<file path="src/rtl/package_settings.sv">
// Project-wide data-path sizing shared by the shaping filter and its readers.
package package_settings;

  localparam int unsigned SIZE_FILTER_DATA = 15;

endpackage

</file>
<file path="src/rtl/peak_reader_pkg.sv">
// Shared types and defaults for the cusp peak reader (FSM states, event record).
package peak_reader_pkg;

  import package_settings::*;

  localparam int          PeakThresholdDefault = 200;
  localparam int unsigned PeakHoldoffDefault   = 8;
  localparam int unsigned PeakTsWDefault       = 32;
  localparam int unsigned PeakWidthWDefault    = 8;

  typedef enum logic [1:0] {
    StIdle,
    StArmed,
    StHoldoff
  } reader_state_e;

  typedef struct packed {
    logic signed [SIZE_FILTER_DATA:0] amplitude;
    logic [PeakTsWDefault-1:0]        ts;
    logic [PeakWidthWDefault-1:0]     width;
  } peak_event_t;

endpackage

</file>
<file path="src/rtl/peak_reader_outreg.sv">
// One-entry output register with valid/ready handshake; events arriving while a
// record is still pending (and not being accepted) are dropped and counted.
module peak_reader_outreg
  import peak_reader_pkg::*;
#(
  parameter type         rec_t = peak_event_t,
  parameter int unsigned LostW = 16
) (
  input  logic             clk_i,
  input  logic             reset_i,
  input  logic             emit_i,
  input  rec_t             rec_i,
  input  logic             ready_i,
  output logic             valid_o,
  output rec_t             rec_o,
  output logic [LostW-1:0] lost_o
);

  logic             valid_q, valid_d;
  rec_t             rec_q, rec_d;
  logic [LostW-1:0] lost_q, lost_d;
  logic             accept;

  assign accept = valid_q & ready_i;

  always_comb begin
    valid_d = valid_q;
    rec_d   = rec_q;
    lost_d  = lost_q;
    if (accept) begin
      valid_d = 1'b0;
    end
    if (emit_i) begin
      // A slot freed by this cycle's accept can take the new record directly.
      if (!valid_q || accept) begin
        rec_d   = rec_i;
        valid_d = 1'b1;
      end else if (lost_q != '1) begin
        lost_d = lost_q + LostW'(1);
      end
    end
  end

  always_ff @(posedge clk_i) begin
    if (reset_i) begin
      valid_q <= 1'b0;
      rec_q   <= '0;
      lost_q  <= '0;
    end else begin
      valid_q <= valid_d;
      rec_q   <= rec_d;
      lost_q  <= lost_d;
    end
  end

  assign valid_o = valid_q;
  assign rec_o   = rec_q;
  assign lost_o  = lost_q;

endmodule

</file>
<file path="src/rtl/cusp_peak_reader.sv">
// Threshold pulse detector / peak tracker on the shaped filter stream.
// Optional baseline subtraction is enabled with `define PEAK_READER_BASELINE_EN.
module cusp_peak_reader
  import package_settings::*;
  import peak_reader_pkg::*;
#(
  parameter int          THRESHOLD = PeakThresholdDefault,
  parameter int unsigned HOLDOFF   = PeakHoldoffDefault,
  parameter int unsigned TS_W      = PeakTsWDefault,
  parameter int unsigned WIDTH_W   = PeakWidthWDefault,
  parameter int unsigned LOST_W    = 16
) (
  input  logic                          clk,
  input  logic                          reset,
  input  logic signed [SIZE_FILTER_DATA:0] input_data,
  output logic                          out_valid,
  input  logic                          out_ready,
  output logic signed [SIZE_FILTER_DATA:0] peak_amplitude,
  output logic [TS_W-1:0]               peak_time,
  output logic [WIDTH_W-1:0]            peak_width,
  output logic [LOST_W-1:0]             lost_count,
  output logic                          busy
);

  localparam int unsigned DW = SIZE_FILTER_DATA + 1;

  typedef struct packed {
    logic signed [DW-1:0] amplitude;
    logic [TS_W-1:0]      ts;
    logic [WIDTH_W-1:0]   width;
  } rec_t;

`ifdef PEAK_READER_BASELINE_EN
  localparam int unsigned XW = DW + 1;
`else
  localparam int unsigned XW = DW;
`endif

  localparam logic signed [XW-1:0] ThrX        = XW'(THRESHOLD);
  localparam logic [7:0]           HoldoffLoad = (HOLDOFF == 0) ? 8'd0 : 8'(HOLDOFF - 1);

  reader_state_e        state_q, state_d;
  logic [TS_W-1:0]      ts_q;
  logic [TS_W-1:0]      max_ts_q, max_ts_d;
  logic signed [XW-1:0] max_q, max_d;
  logic [WIDTH_W-1:0]   width_q, width_d;
  logic [7:0]           hcnt_q, hcnt_d;
  logic signed [XW-1:0] x;
  logic signed [DW-1:0] amp;
  logic                 above;
  logic                 emit;
  rec_t                 emit_rec, out_rec;

`ifdef PEAK_READER_BASELINE_EN
  logic signed [XW-1:0] base_q, base_d, diff;

  assign diff = $signed({input_data[DW-1], input_data}) - base_q;
  assign x    = diff;

  // Baseline only tracks while idle so a pulse cannot drag it upward.
  always_comb begin
    base_d = base_q;
    if (state_q == StIdle) begin
      base_d = base_q + (diff >>> 4);
    end
  end

  always_ff @(posedge clk) begin
    if (reset) begin
      base_q <= '0;
    end else begin
      base_q <= base_d;
    end
  end

  always_comb begin
    if (max_q[XW-1] != max_q[XW-2]) begin
      amp = max_q[XW-1] ? {1'b1, {(DW-1){1'b0}}} : {1'b0, {(DW-1){1'b1}}};
    end else begin
      amp = max_q[DW-1:0];
    end
  end
`else
  assign x   = input_data;
  assign amp = max_q;
`endif

  assign above = (x > ThrX);

  always_comb begin
    state_d  = state_q;
    max_d    = max_q;
    max_ts_d = max_ts_q;
    width_d  = width_q;
    hcnt_d   = hcnt_q;
    emit     = 1'b0;
    unique case (state_q)
      StIdle: begin
        if (above) begin
          max_d    = x;
          max_ts_d = ts_q;
          width_d  = WIDTH_W'(1);
          state_d  = StArmed;
        end
      end
      StArmed: begin
        if (above) begin
          if (width_q != '1) begin
            width_d = width_q + WIDTH_W'(1);
          end
          // Strict compare keeps the first sample of a plateau.
          if (x > max_q) begin
            max_d    = x;
            max_ts_d = ts_q;
          end
        end else begin
          emit = 1'b1;
          if (HOLDOFF == 0) begin
            state_d = StIdle;
          end else begin
            hcnt_d  = HoldoffLoad;
            state_d = StHoldoff;
          end
        end
      end
      StHoldoff: begin
        if (hcnt_q == 8'd0) begin
          state_d = StIdle;
        end else begin
          hcnt_d = hcnt_q - 8'd1;
        end
      end
      default: state_d = StIdle;
    endcase
  end

  always_ff @(posedge clk) begin
    if (reset) begin
      state_q  <= StIdle;
      ts_q     <= '0;
      max_q    <= '0;
      max_ts_q <= '0;
      width_q  <= '0;
      hcnt_q   <= '0;
    end else begin
      state_q  <= state_d;
      ts_q     <= ts_q + TS_W'(1);
      max_q    <= max_d;
      max_ts_q <= max_ts_d;
      width_q  <= width_d;
      hcnt_q   <= hcnt_d;
    end
  end

  always_comb begin
    emit_rec.amplitude = amp;
    emit_rec.ts        = max_ts_q;
    emit_rec.width     = width_q;
  end

  peak_reader_outreg #(
    .rec_t (rec_t),
    .LostW (LOST_W)
  ) u_outreg (
    .clk_i   (clk),
    .reset_i (reset),
    .emit_i  (emit),
    .rec_i   (emit_rec),
    .ready_i (out_ready),
    .valid_o (out_valid),
    .rec_o   (out_rec),
    .lost_o  (lost_count)
  );

  assign peak_amplitude = out_rec.amplitude;
  assign peak_time      = out_rec.ts;
  assign peak_width     = out_rec.width;
  assign busy           = (state_q != StIdle);

endmodule

</file>
<file path="config.mk">
export PLATFORM = sky130hd
export DESIGN_NAME = cusp_peak_reader
export DESIGN_NICKNAME = d
export VERILOG_FILES = /design/src/rtl/package_settings.sv /design/src/rtl/peak_reader_pkg.sv /design/src/rtl/peak_reader_outreg.sv /design/src/rtl/cusp_peak_reader.sv
export SDC_FILE = /design/constraint.sdc
export NUM_CORES = 1
export LEC_CHECK = 0
export CAP_MARGIN = 5
export CORE_ASPECT_RATIO = 0.7
export CORE_UTILIZATION = 40
export DETAILED_ROUTE_END_ITERATION = 10
export GPL_TIMING_DRIVEN = 0
export SLEW_MARGIN = 25
export SYNTH_ARGS = -nofsm -noshare
export SYNTH_HDL_FRONTEND = slang
export SYNTH_SLANG_ARGS = --single-unit
</file>
<file path="constraint.sdc">
create_clock -name clk -period 6.1 [get_ports clk]
set_clock_uncertainty 0.05 [all_clocks]
set_input_delay 1.22 -clock clk [delete_from_list [all_inputs] [get_ports clk]]
set_output_delay 1.22 -clock clk [all_outputs]
set_load 0.02 [all_outputs]
</file>
==> impl_metrics.ini <==
[placed_design]
dpl.hpwl_microns = 12800
io_buffers = 91
gp_congestion = 0.835
place_ws_ns = 2.08

[global_route]
grt_max_degree = 17
antenna_found_initial = 0
grt_pass1_wl_microns = 29200
grt_busiest_layer = met1
grt_pass1_vias = 5591
grt_use_met2_pct = 26.4
grt_use_met1_pct = 29.3
use_met3_pct = 4.57
grt-ovfl-total = 0
track_usage_pct = 19.2

[sta]
post-route-worst-setup-slack_ns = 2.56
setup_viol = 0
relSlewSlack_pct = 54.4
drv_slew = 0
worstMarginPinSlew_ns = 0.684
fmax_ghz = 0.282
tns_ns = 0
period_share_pct = 58.1
min_period_ns = 3.54
finalHoldViolations = 0
rsz0062_at_grt = false

[clock_network]
clk_pin_slew_ns = 0.06
insertion_delay_ns = 0.42
clock_sinks = 171
cts_setup_buffers = 0
cts_root_buf = clkbuf_16
cts_tree = yes
post_cts_resized = 0
ctsHoldBuffers = 0
htree_levels = 4
cts_buffer_depth = 2
cts_made_buffers = 17

[synthesis]
ys_seq_elements = 171
yosysTopAreaCell = dfxtp_1
yosysWarnings = 0
yosys.area_share.simple_pct = 27.2
yosys.area.top_type_share_pct = 45.4
synth_cell_types = 51
synth_compound_area_share_pct = 8.74
synthCells = 868
synthXorXnorAreaFrac_pct = 4.76
ys.flop_type = dfxtp_1
async_reset_ff_share_pct = 0
synth-adder-area-share_pct = 3.48
synthesis.area_sq_mm = 0.00754
synth-edff-count = 0
avgSynthCellArea_sq_um = 8.69
synthTopCellsByArea = dfxtp_1, nand2b_1, nand2_1
syn-num-nets = 908
ys_seq_area_share_pct = 45.4
synth_mux_area_share_pct = 6.39
synth_top_family_by_area = simple AND/OR/NAND/NOR gates

[finish]
drive_gt1_share_pct = 5.35
fill_cells = 1739
insertedDiodeCount = 0
areaGrowthSynthToFinish_pct = 24.9
finalNetCount = 1018

[route]
firstDrtPassIters = 10
drtIter0Drc = 485
ant_nets = 0
via_per_inst = 4.95
drc = 6
vias = 6064
wirelength_microns = 17600
routedWlPerCell_microns = 14.4

[worst_setup_path]
crit_path_start_kind = input port
cp_max_fo = 10
endpoint_kind = flip-flop
cp_data_required_time_ns = 6.40
crit_type = input port to flip-flop
critPathArrivalTime_ns = 3.84

[status]
status = finished, violations left
failed_checks = design-rule violations

[pwr]
powerDensity_mw_per_mm2 = 277
power_mw = 2.61
ir_drop_uv = 155
p_leak_nw = 3.33

[floorplanning]
rows = 41
ios = 93
die-area_sq_mm = 0.0194
die_w_microns = 166
start_util_pct = 41.4
core_region_area_sq_mm = 0.0182
die_h_microns = 117

[worst_hold_path]
hold_path_class = flip-flop to flip-flop

[job]
cap_violations = 0
cells in the mapped netlist, types with 3 or more instances:
cell type  instances
dfxtp_1          171
nand2_1          137
nand2b_1          98
a21oi_1           82
nor2_1            61
mux2i_1           47
inv_1             28
clkbuf_1          27
nand3_1           25
xor2_1            22
ha_1              21
xnor2_1           19
nand4_1           14
nor3_1            13
o21ai_0           10
or3_1             10
and3_1             9
or4_1              9
and4_1             8
buf_2              7
nor2b_1            5
o31ai_1            4
a211oi_1           3
kinds of logic (layout without fill, tap and decap cells):
logic type               after synthesis  after routing
AO/OA/AOI/OAI                        114            114
XOR/XNOR                              41             41
adder cells (fa/ha/maj)               21             21
buffers and inverters                 69            191
flip-flops                           171            171
multiplexers                          48             48
AND/OR/NAND/NOR                      404            404
layout make-up:
class | instances | area [sq um] | area share, %
Multi-Input combinational cell | 628 | 3810 | 40.5
Sequential cell | 171 | 3420 | 36.3
Timing Repair Buffer | 91 | 911 | 9.67
Clock buffer | 21 | 460 | 4.89
Tap cell | 236 | 295 | 3.14
Clock inverter | 10 | 210 | 2.23
Buffer | 41 | 200 | 2.13
Inverter | 28 | 105 | 1.12
registers in the layout, indices dropped and copies added (netlist names):
name and cells:
amp 16, hcnt_q 8, max_ts_q 32, state_q 2
ts_q 32, u_outreg.lost_o 16, u_outreg.rec_o 56, u_outreg.valid_o 1
width_q 8
metrics by stage:
stage / cell area, sq um / hold WS, ns / util (%) / cells
after detailed placement: 8750 / 0.393 / 48.0 / 1195
final: 9420 / 0.400 / 51.7 / 1226
after CTS: 9420 / 0.407 / 51.7 / 1226
after floorplan: 7540 / 0.382 / - / 868
after global placement: 8750 / 0.388 / 48.0 / 1195
after global routing: 9420 / 0.420 / 51.7 / 1226
cell usage in the layout (no fill, tap or decap), types with 10 or more instances in the layout:
cell,n
dfxtp_1,171
nand2_1,137
nand2b_1,98
clkdlybuf4s50_1,91
a21oi_1,82
nor2_1,61
mux2i_1,47
clkbuf_1,29
inv_1,28
nand3_1,25
xor2_1,22
ha_1,21
xnor2_1,19
clkbuf_16,17
nand4_1,14
nor3_1,13
o21ai_0,10
or3_1,10
worst max-delay path, stage by stage:
cell             delay, ns
clkdlybuf4s50_1       0.49
ha_1                  0.39
nand4_2               0.17
or4_1                 0.55
a21oi_1               0.14
a211oi_1              0.09
o2bb2ai_4             0.19
buf_6                 0.21
buf_8                 0.18
mux2i_1               0.21
power breakdown:
group | leakage, nW | switching (mW) | internal (mW)
combinational | 1.62 | 0.124 | 0.0930
clock | 0.324 | 0.441 | 0.790
sequential | 1.38 | 0.0189 | 1.14
total | 3.33 | 0.584 | 2.02
per-layer routing:
metal  vias up  share of wire (%)
met5         -                  0
li1       3144                  -
met1      2771                 55
met3        15                5.7
met2       134                 38
met4         0               0.99
final timing paths:
kind / from / to / slack, ns / cells after the start
max reg2reg: amp[15] / max_ts_q[21] / 3.51 / 10
max: input_data[15] / max_ts_q[21] / 2.56 / 10
min reg2reg: max_ts_q[17] / u_outreg.rec_o[25] / 0.40 / 2
min: max_ts_q[17] / u_outreg.rec_o[25] / 0.40 / 2
No activity file was read; power rests on OpenSTA's default activity.
